$ cat config.mk
export PLATFORM = sky130hd
export DESIGN_NAME = mux_sel_ctrl_flat
export DESIGN_NICKNAME = d
export VERILOG_FILES = /design/src/rtl/mux_sel_ctrl_if.sv /design/src/rtl/mux_sel_ctrl.sv /design/src/flat_wrapper.sv
export SDC_FILE = /design/constraint.sdc
export NUM_CORES = 1
export LEC_CHECK = 0
export ABC_AREA = 0
export CAP_MARGIN = 20
export CORE_MARGIN = 1
export CORE_UTILIZATION = 54
export CTS_CLUSTER_SIZE = 28
export DETAILED_ROUTE_END_ITERATION = 10
export PLACE_DENSITY_LB_ADDON = 0.15
export SLEW_MARGIN = 20
export SYNTH_ARGS = -nofsm -noshare
export SYNTH_HDL_FRONTEND = slang
export SYNTH_SLANG_ARGS = --single-unit
$ cat constraint.sdc
create_clock -name clk -period 2.91 [get_ports clk]
set_clock_uncertainty 0.15 [all_clocks]
set_input_delay 0.582 -clock clk [delete_from_list [all_inputs] [get_ports clk]]
set_output_delay 0.582 -clock clk [all_outputs]
set_load 0.03 [all_outputs]
$ cat src/rtl/mux_sel_ctrl_if.sv
// Signal bundle between the board-side controls and the mux input-conditioning stage.
// The master side drives buttons/switches; the slave side (mux_sel_ctrl) drives X0..X3, Y and load_ack.
interface mux_sel_ctrl_if #(
    parameter int W = 2
);
    logic         btn_next;
    logic         btn_prev;
    logic         btn_load;
    logic         sw_mode;
    logic [1:0]   sw_idx;
    logic [W-1:0] sw_data;
    logic [W-1:0] X0;
    logic [W-1:0] X1;
    logic [W-1:0] X2;
    logic [W-1:0] X3;
    logic [1:0]   Y;
    logic         load_ack;

    modport master (
        output btn_next, btn_prev, btn_load, sw_mode, sw_idx, sw_data,
        input  X0, X1, X2, X3, Y, load_ack
    );

    modport slave (
        input  btn_next, btn_prev, btn_load, sw_mode, sw_idx, sw_data,
        output X0, X1, X2, X3, Y, load_ack
    );
endinterface

$ cat src/rtl/mux_sel_ctrl.sv
// Button synchronise/debounce, manual or auto-scan stepping of mux select Y,
// and the four switch-loaded data words X0..X3 feeding the 4-to-1 mux.
module mux_sel_ctrl #(
    parameter int W               = 2,
    parameter int DEBOUNCE_CYCLES = 4,
    parameter int SCAN_PERIOD     = 8
) (
    input  logic          clk,
    input  logic          rst,
    mux_sel_ctrl_if.slave bus
);
    localparam int NB      = 3;
    localparam int BI_NEXT = 0;
    localparam int BI_PREV = 1;
    localparam int BI_LOAD = 2;
    localparam int DW      = $clog2(DEBOUNCE_CYCLES);
    localparam int SCW     = $clog2(SCAN_PERIOD);
    localparam logic [DW-1:0]  DB_LAST   = DW'(DEBOUNCE_CYCLES - 1);
    localparam logic [SCW-1:0] SCAN_LAST = SCW'(SCAN_PERIOD - 1);

    logic [NB-1:0]  w_btn_raw;
    logic [NB-1:0]  w_press;
    logic           r_mode_s1;
    logic           r_mode_s2;
    logic [SCW-1:0] r_scan;
    logic [1:0]     r_y;
    logic           r_load_ack;
    logic [W-1:0]   r_x [4];

    assign w_btn_raw = {bus.btn_load, bus.btn_prev, bus.btn_next};

    generate
        for (genvar gi = 0; gi < NB; gi++) begin : g_btn
            logic          r_sync1;
            logic          r_sync2;
            logic          r_stable;
            logic          r_stable_q;
            logic [DW-1:0] r_cnt;

            always_ff @(posedge clk or posedge rst) begin
                if (rst) begin
                    r_sync1    <= 1'b0;
                    r_sync2    <= 1'b0;
                    r_stable   <= 1'b0;
                    r_stable_q <= 1'b0;
                    r_cnt      <= '0;
                end else begin
                    r_sync1    <= w_btn_raw[gi];
                    r_sync2    <= r_sync1;
                    r_stable_q <= r_stable;
                    // Any return to the accepted level restarts the qualification window.
                    if (r_sync2 == r_stable) begin
                        r_cnt <= '0;
                    end else if (r_cnt == DB_LAST) begin
                        r_stable <= r_sync2;
                        r_cnt    <= '0;
                    end else begin
                        r_cnt <= r_cnt + DW'(1);
                    end
                end
            end

            assign w_press[gi] = r_stable & ~r_stable_q;
        end
    endgenerate

    always_ff @(posedge clk or posedge rst) begin
        if (rst) begin
            r_mode_s1 <= 1'b0;
            r_mode_s2 <= 1'b0;
        end else begin
            r_mode_s1 <= bus.sw_mode;
            r_mode_s2 <= r_mode_s1;
        end
    end

    always_ff @(posedge clk or posedge rst) begin
        if (rst) begin
            r_y        <= 2'd0;
            r_scan     <= '0;
            r_load_ack <= 1'b0;
            for (int i = 0; i < 4; i++) begin
                r_x[i] <= '0;
            end
        end else begin
            r_load_ack <= w_press[BI_LOAD];
            if (w_press[BI_LOAD]) begin
                r_x[bus.sw_idx] <= bus.sw_data;
            end
            // Holding the scan count at zero in manual mode makes every entry to auto
            // mode start a full period, and leaving it abandons any partial count.
            if (r_mode_s2) begin
                if (r_scan == SCAN_LAST) begin
                    r_scan <= '0;
                    r_y    <= r_y + 2'd1;
                end else begin
                    r_scan <= r_scan + SCW'(1);
                end
            end else begin
                r_scan <= '0;
                if (w_press[BI_NEXT] && !w_press[BI_PREV]) begin
                    r_y <= r_y + 2'd1;
                end else if (w_press[BI_PREV] && !w_press[BI_NEXT]) begin
                    r_y <= r_y - 2'd1;
                end
            end
        end
    end

    assign bus.X0       = r_x[0];
    assign bus.X1       = r_x[1];
    assign bus.X2       = r_x[2];
    assign bus.X3       = r_x[3];
    assign bus.Y        = r_y;
    assign bus.load_ack = r_load_ack;
endmodule

$ cat src/flat_wrapper.sv
// flat-port wrapper written by rule: the top's interface ports become plain ports
module mux_sel_ctrl_flat 
#(
    parameter int W               = 2,
    parameter int DEBOUNCE_CYCLES = 4,
    parameter int SCAN_PERIOD     = 8
)
  (clk, rst, bus_btn_next, bus_btn_prev, bus_btn_load, bus_sw_mode, bus_sw_idx, bus_sw_data, bus_X0, bus_X1, bus_X2, bus_X3, bus_Y, bus_load_ack);
  mux_sel_ctrl_if #(.W(W)) bus_i ();
  input  logic clk;
  input  logic rst;
  input wire logic [$bits(bus_i.btn_next)-1:0] bus_btn_next;
  input wire logic [$bits(bus_i.btn_prev)-1:0] bus_btn_prev;
  input wire logic [$bits(bus_i.btn_load)-1:0] bus_btn_load;
  input wire logic [$bits(bus_i.sw_mode)-1:0] bus_sw_mode;
  input wire logic [$bits(bus_i.sw_idx)-1:0] bus_sw_idx;
  input wire logic [$bits(bus_i.sw_data)-1:0] bus_sw_data;
  output wire logic [$bits(bus_i.X0)-1:0] bus_X0;
  output wire logic [$bits(bus_i.X1)-1:0] bus_X1;
  output wire logic [$bits(bus_i.X2)-1:0] bus_X2;
  output wire logic [$bits(bus_i.X3)-1:0] bus_X3;
  output wire logic [$bits(bus_i.Y)-1:0] bus_Y;
  output wire logic [$bits(bus_i.load_ack)-1:0] bus_load_ack;
  assign bus_i.btn_next = bus_btn_next;
  assign bus_i.btn_prev = bus_btn_prev;
  assign bus_i.btn_load = bus_btn_load;
  assign bus_i.sw_mode = bus_sw_mode;
  assign bus_i.sw_idx = bus_sw_idx;
  assign bus_i.sw_data = bus_sw_data;
  assign bus_X0 = bus_i.X0;
  assign bus_X1 = bus_i.X1;
  assign bus_X2 = bus_i.X2;
  assign bus_X3 = bus_i.X3;
  assign bus_Y = bus_i.Y;
  assign bus_load_ack = bus_i.load_ack;
  mux_sel_ctrl #(.W(W), .DEBOUNCE_CYCLES(DEBOUNCE_CYCLES), .SCAN_PERIOD(SCAN_PERIOD)) u_core (.clk(clk), .rst(rst), .bus(bus_i));
endmodule
# --- Yosys cells after proc, flatten, opt, wreduce, memory -nomap -nowiden ---
# Cells that the tools add are included.
word_totals:
  mem_count: 0
  reg_bits: 34
  latch_bits: 0
  output_inout_bits: 11
  elab_cells: 75
  ramBits: 0
  in_bits: 10
  mem_bits_ro: 0
op_classes:
  div: 0
  add_sub_neg: 6
  bitwise_logic: 10
  n_mul: 0
  n_reduce_logical: 10
  shifts: 0
  n_eq_ne: 8
  muxes: 15
  magnitude_cmp: 2
op_table:
  columns: ["op", "count"]
  rows:
  - ["$mux 2", 11]
  - ["$add 2x1->2 const B", 4]
  - ["$bwmux 8", 1]
  - ["$reduce_and 2->1", 4]
  - ["$eq 2x2->1 const B", 3]
  - ["$mux 3", 2]
  - ["$not 1->1", 6]
  - ["$demux 2 s2", 1]
  - ["$add 3x1->3 const B", 1]
  - ["$and 1x1->1", 3]
  - ["$eq 1x1->1", 3]
  - ["$eq 3x3->1 const B", 1]
  - ["$ge 3x3->1 const B", 1]
  - ["$logic_and 1x1->1", 3]
  - ["$lt 3x1->1 const B", 1]
  - ["$not 2->3", 1]
  - ["$reduce_bool 3->1", 1]
  - ["$logic_not 1->1", 2]
  - ["$ne 2x2->1 const B", 1]
  - ["$sub 2x1->2 const B", 1]

# --- Logic depth before layout (Yosys ltp) ---
# Gate-level depths: netlist of run 1.
depth:
  depth_word: 7
  mapped_depth: 5

# --- Worst setup path before layout of run 1 ---
# OpenSTA, ideal clock, no wires.
synth_timing:
  kind: "reg-to-reg"
  startpoint: "reg u_core.g_btn[0].r_stable"
  endpoint: "reg u_core.r_y[1], in the netlist u_core.bus.Y[1]"
  path_stages_with_launch: 6
  period_less_slack_ns: 1.589
  slack_ns: 1.321
  arrival_ns: 1.358
  cell_sequence: "dfrtp_1 nor2b_1 ha_1 and4bb_2 nor3_1 xnor2_1"
synth_via:
  elab_chain_len: 5
synth_rtl:
  columns: ["element", "line_no", "text"]
  rows:
  - ["from (decl)", "mux_sel_ctrl.sv:36", "logic r_stable;"]
  - ["from (signal assigned)", "mux_sel_ctrl.sv:55", "r_stable <= r_sync2;"]
  - ["$and 1x1->1 (*)", "mux_sel_ctrl.sv:63", "assign w_press[gi] = r_stable & ~r_stable_q;"]
  - ["$logic_not 1->1", "mux_sel_ctrl.sv:103", "end else if (w_press[BI_PREV] && !w_press[BI_NEXT]) begin"]
  - ["$logic_and 1x1->1", "mux_sel_ctrl.sv:103", null]
  - ["$reduce_bool 3->1 (no source line)", null, null]
  - ["$reduce_and 2->1 (no source line)", null, null]
  - ["to (signal assigned)", "mux_sel_ctrl.sv:95", "r_y <= r_y + 2'd1;"]
  - ["to (signal assigned)", "mux_sel_ctrl.sv:102", "r_y <= r_y + 2'd1;"]
  - ["to (signal assigned)", "mux_sel_ctrl.sv:104", "r_y <= r_y - 2'd1;"]
  - ["to (decl)", "mux_sel_ctrl.sv:26", "logic [1:0] r_y;"]
# Mark *: on every way between the ends. The rest lies on a longest branch, timed or not.
# A chain may end at the register's enable or synchronous reset.

# --- Worst setup path after layout of run 1 ---
layout_timing:
  startpoint: "reg u_core.r_y[0], in the netlist u_core.bus.Y[0]"
  endpoint: "out bus_Y[0]"
layout_lines:
  columns: ["element", "line_no", "text"]
  rows:
  - ["to (decl)", "flat_wrapper.sv:22", "output wire logic [$bits(bus_i.Y)-1:0] bus_Y;"]
# No word-level cell between the ends.

==> results of run 1 <==
==> worst max-delay path by stage <==
stage,startpoint,endpoint,slack [ns]
2_1_floorplan,u_core.g_btn[0].r_stable,u_core.bus.Y[1],1.32
3_3_place_gp,bus_sw_idx[0],u_core.bus.X1[0],0.97
3_5_place_dp,bus_sw_idx[0],u_core.bus.X1[0],0.92
4_1_cts,u_core.bus.Y[0],bus_Y[0],0.73
5_1_grt,u_core.bus.Y[0],bus_Y[0],0.69
6_report,u_core.bus.Y[0],bus_Y[0],0.76
==> layout make-up <==
class                      instances  area (um^2)  area share, %
inverter                           2         7.51          0.484
clock buffer                       7         45.0           2.90
sequential                        34          851           54.8
tap                               28         35.0           2.26
timing repair buffer              21          208           13.4
multi-input combinational         44          405           26.1
==> where the power goes <==
part	internal, W	switching [W]	leakage [nW]
Sequential	0.000634	0.0000982	0.414
Combinational	0.000314	0.000308	0.272
Clock	0.0000910	0.000134	0.0254
==> layout by cell type, fill, tap and decap left out, types with 2 or more instances in the layout <==
master,n
and2_1,2
and3b_2,2
clkbuf_1,2
clkbuf_4,5
clkdlybuf4s50_1,20
dfrtp_1,34
ha_1,6
inv_1,2
mux2_2,11
nor2b_1,4
nor3_1,4
xnor2_1,5
==> worst reg2reg max path, delay by kind of cell (launching register included) <==
kind / cells / cell delay [ns]
fa+ha+maj: 1 / 0.30
flops: 1 / 0.42
xor+xnor: 1 / 0.15
simple gates: 3 / 0.61
==> per-layer routing <==
metal	wire length (um)	global-route usage (%)	up-vias
met1	767	20.5	354
met5	0	0	-
li1	-	-	328
met2	975	30.4	16
met4	45	12.5	0
met3	81	6.97	5
==> logic make-up after synthesis <==
kind of cell	count (synthesis)	synth area share, %
compound gates	1	0.396
simple gates	21	12.5
xor+xnor	5	3.47
flops	34	67.3
buf+inv	2	0.594
fa+ha+maj	6	5.94
mux	11	9.80
==> state kept, by name (all words and copies together) (netlist names) <==
| name | cells |
|---|---|
| u_core.bus.X0 | 2 |
| u_core.bus.X1 | 2 |
| u_core.bus.X2 | 2 |
| u_core.bus.X3 | 2 |
| u_core.bus.Y | 2 |
| u_core.bus.load_ack | 1 |
| u_core.g_btn.r_cnt | 6 |
| u_core.g_btn.r_stable | 3 |
| u_core.g_btn.r_stable_q | 3 |
| u_core.g_btn.r_sync1 | 3 |
| u_core.g_btn.r_sync2 | 3 |
| u_core.r_mode_s1 | 1 |
| u_core.r_mode_s2 | 1 |
| u_core.r_scan | 3 |
==> stage by stage <==
stage	std cells	total power, W	util [%]
finish	136	0.00158	70.1
global route	136	0.00169	70.1
CTS	136	0.00160	70.1
detailed placement	129	0.00137	68.1
global placement	129	0.00133	68.1
floorplan	80	0.00113	-
==> impl_metrics.json, run 1 <==
{
  "ys_top_cells_by_area": "dfrtp_1 67%, mux2_2 9.8%, ha_1 5.9%",
  "dieWidth_um": 50.4,
  "wirelength_mm": 1.87,
  "synth.ff_latch_count": 34,
  "r2r-start": "u_core.g_btn[0].r_stable",
  "cp-start-kind": "register",
  "clockBufferDepth": 2,
  "leakage_nw": 0.712,
  "clk-insertion-delay-late_ns": 0.32,
  "rr_worst_depth": 5,
  "r2r_setup_slack_ns": 1.21,
  "ys_top_cells_by_count": "34 x dfrtp_1, 11 x mux2_2, 6 x ha_1, 5 x xnor2_1",
  "dpl-instance-area_mm2": 0.00151,
  "viasPerCell": 5.17,
  "fp.dieArea_mm2": 0.00254,
  "async_flop_share_pct": 100,
  "dr.pass1.iters": 3,
  "critPathKind": "reg -> out",
  "pre_cts_ws_ns": 0.915,
  "crit_chain": "clkdlybuf4s50_1",
  "antenna_left": 0,
  "port_buffers": 20,
  "hold_start": "u_core.g_btn[0].r_sync1",
  "h-tree-depth": 2,
  "yosys_warnings": 0,
  "tightestPinTransition_ns": 0.404,
  "fill_cells": 167,
  "initial_core_util_pct": 57.1,
  "wl_per_cell_um": 13.7,
  "status": "finished clean",
  "min_period_ns": 2.15,
  "cp.arrival_ns": 1.42,
  "grt_max_degree": 35,
  "yosys.area.top_type": "dfrtp_1",
  "rsz0062_at_grt": "no",
  "layout_setup_ws_ns": 0.756,
  "drc": 0,
  "io_pins": 21,
  "layout-drive-gt1-share_pct": 20.4,
  "r2r-end": "u_core.bus.Y[1]",
  "place.gp.congestion": 0.679,
  "min_path_type": "reg -> reg",
  "track_usage_pct": 18.8,
  "clock_tree.root_cell": "clkbuf_4",
  "setup_violations": 0,
  "max_freq_ghz": 0.464,
  "ir_drop_v": 0.000699,
  "antenna_found_initial": 0,
  "critPathMaxStageDelay_ns": 0.69,
  "grt_pass1_wl_mm": 3.23,
  "slew_headroom_pct": 73.0,
  "num_rows": 17,
  "area_growth_pct": 22.8,
  "fin_hold_ws_ns": 0.203,
  "power_density_mw_per_mm2": 1020,
  "synth-edff-count": 0,
  "synthFlopType": "dfrtp_1",
  "hpwlAfterDp_mm": 1.34,
  "synth_cell_types": 19,
  "cp.depth": 1,
  "cpMaxStageDelayCell": "clkdlybuf4s50_1",
  "syn_area_mm2": 0.00126,
  "cts_setup_buffers": 0,
  "setup-tns-final_ns": 0,
  "maxCapViolCount": 0,
  "min_period_over_period_pct": 74.0,
  "critPathBufInv": 1,
  "path_clk_slew_ns": 0.09,
  "grt_overflow": 0,
  "min_path_cells": 0,
  "core-area_mm2": 0.00221,
  "synth_top_area_share_pct": 67.3,
  "postCtsHoldBufs": 0,
  "synth_area_per_cell_um2": 15.8,
  "path_delay_family": "buffers and inverters",
  "syn_inst": 80,
  "synth_nets": 96,
  "crit_required_ns": 2.18,
  "final_cell_area_mm2": 0.00155,
  "cts_tree": "done",
  "insertedDiodeCount": 0,
  "synth_most_common_cell": "dfrtp_1",
  "fp.dieH_um": 50.4,
  "cp-end-kind": "output port",
  "cts_sinks": 34,
  "numCtsBuffers": 5,
  "worst-path-max-fanout": 5,
  "vias": 703,
  "ctsResizeCount": 0,
  "holdPathEnd": "u_core.g_btn[0].r_sync2",
  "grt_pass1_vias": 736,
  "finalMaxSlewViolations": 0,
  "drt_iter0_drc": 3,
  "fin_nets": 124,
  "seq_area_frac_synth_pct": 67.3,
  "hold_viol": 0
}
Power figures use the tool's default switching activity.
==> inputs of run 2 (changes only) <==
Settings changed: CORE_UTILIZATION 54 to 51.
Clock period 2.91 ns to 2.12 ns, I/O delays scaled along.
==> run 2 against run 1 <==
Critical path depth did not move. Utilization is 1.3 points lower. Cell area grew 0.97%. Worst setup slack worse by 0.64 ns. Via count is 0.43% lower. Die area is 5.7% higher. First-iteration DRC count is 100% higher. Global-route usage fell by 1.8 points. Largest power group unchanged.
==> impl_metrics.json, run 2 (same netlist as run 1, synthesis figures left out) <==
{
  "status": "finished clean",
  "hpwlAfterDp_mm": 1.28,
  "rsz0062_at_grt": "no",
  "postCtsHoldBufs": 0,
  "cts_tree": "done",
  "grt_max_degree": 35,
  "critPathMaxStageDelay_ns": 0.69,
  "ir_drop_v": 0.000844,
  "leakage_nw": 0.722,
  "fin_nets": 124,
  "antenna_found_initial": 0,
  "cp.arrival_ns": 1.43,
  "numCtsBuffers": 5,
  "top_register": "u_core.g_btn.r_cnt",
  "cts_sinks": 34,
  "slew_headroom_pct": 73.6,
  "fill_cells": 158,
  "track_usage_pct": 17.0,
  "tightestPinTransition_ns": 0.396,
  "power_density_mw_per_mm2": 1400,
  "antenna_left": 0,
  "largest_reg_flops": 6,
  "setup-tns-final_ns": 0,
  "setup_violations": 0,
  "dr.pass1.iters": 3,
  "grt_overflow": 0,
  "finalMaxSlewViolations": 0,
  "final_common_cell": "dfrtp_1",
  "crit_required_ns": 1.55,
  "fp.dieH_um": 51.8,
  "wirelength_mm": 1.71,
  "layout_common_cells": "34 x dfrtp_1, 20 x clkdlybuf4s50_1, 11 x mux2_2, 6 x ha_1",
  "cp-end-kind": "output port",
  "switching_share_pct": 33.5,
  "p_sw_w": 0.000736,
  "io_pins": 21,
  "viasPerCell": 5.11,
  "path_delay_family": "buffers and inverters",
  "cts_setup_buffers": 0,
  "num_rows": 17,
  "core-area_mm2": 0.00228,
  "ctsResizeCount": 0,
  "path_clk_slew_ns": 0.10,
  "cpMaxStageDelayCell": "clkdlybuf4s50_1",
  "critPathKind": "reg -> out",
  "wl_per_cell_um": 12.5,
  "vias": 700,
  "port_buffers": 20,
  "clockBufferDepth": 2,
  "insertedDiodeCount": 0,
  "pwr-share-comb_pct": 38.2,
  "crit_chain": "clkdlybuf4s50_1",
  "fp.dieArea_mm2": 0.00268,
  "drt_iter0_drc": 6,
  "grt_pass1_vias": 714,
  "initial_core_util_pct": 55.5,
  "fin_util_pct": 68.8,
  "worst-path-max-fanout": 5,
  "layout-drive-gt1-share_pct": 22.0,
  "dieWidth_um": 51.8,
  "maxCapViolCount": 0,
  "grt_pass1_wl_mm": 3.03,
  "drc": 0,
  "place.gp.congestion": 0.688,
  "critPathBufInv": 1,
  "max_freq_ghz": 0.500,
  "min_period_over_period_pct": 94.4,
  "p_seq_share_pct": 45.7,
  "multi_input_area_um2": 405,
  "clk-insertion-delay-late_ns": 0.32,
  "p_int_w": 0.00146,
  "h-tree-depth": 2,
  "regArea_um2": 851,
  "min_period_ns": 2.00,
  "hold_viol": 0,
  "min_path_type": "reg -> reg",
  "clock_tree.root_cell": "clkbuf_4",
  "area_growth_pct": 24.0,
  "pwr-share-clk_pct": 16.0,
  "cp-start-kind": "register"
}
run 2: changes by cell type in the layout (fill, tap and decap cells not counted), sizes merged:
| cell | previous run | this run |
|---|---|---|
| clkinv | 0 | 1 |
run 2: final cells by class:
cell class | instances | share of cell area (%)
Inverter | 2 | 0.479
Multi-Input combinational cell | 44 | 25.9
Clock buffer | 7 | 3.51
Timing Repair Buffer | 21 | 13.3
Sequential cell | 34 | 54.3
Tap cell | 28 | 2.24
Clock inverter | 1 | 0.319
run 2: power groups by stage:
stage | registers [W] | clock network, W | logic (W)
after floorplan | 0.00121 | 0 | 0.000338
after global placement | 0.00100 | 0 | 0.000823
after detailed placement | 0.00102 | 0 | 0.000844
after CTS | 0.00101 | 0.000369 | 0.000849
after global routing | 0.00103 | 0.000402 | 0.000913
final | 0.00100 | 0.000352 | 0.000839
run 2: worst paths after layout:
| path | start | cells past startpoint | slack, ns | to |
|---|---|---|---|---|
| hold reg to reg | u_core.g_btn[1].r_sync1 | 0 | 0.20 | u_core.g_btn[1].r_sync2 |
| setup reg to reg | u_core.g_btn[0].r_stable | 5 | 0.44 | u_core.bus.Y[1] |
| hold / removal | u_core.g_btn[1].r_sync1 | 0 | 0.20 | u_core.g_btn[1].r_sync2 |
| max in group asynchronous | rst | 3 | 1.21 | u_core.bus.X1[1] |
| min in group asynchronous | rst | 3 | 0.33 | u_core.g_btn[1].r_cnt[0] |
| setup / recovery | u_core.bus.Y[0] | 1 | 0.12 | bus_Y[0] |
run 2: layer usage:
metal / vias to the layer above / global-route usage (%) / share of wire [%] / wire length, um
li1: 331 / - / - / -
met1: 348 / 20.4 / 45 / 769
met2: 15 / 25.8 / 49 / 840
met3: 6 / 6.14 / 3.7 / 63
met4: 0 / 10.8 / 2.2 / 38
met5: - / 0 / 0 / 0
run 2: through the flow:
step	total power, W	cells	hold slack [ns]	instance area [um^2]	setup WS (ns)
floorplan	0.00154	80	0.181	1260	0.531
global placement	0.00183	129	0.183	1510	0.328
detailed placement	0.00187	129	0.185	1510	0.290
CTS	0.00223	137	0.207	1570	0.0894
global route	0.00235	137	0.210	1570	0.0357
finish	0.00220	137	0.203	1570	0.119
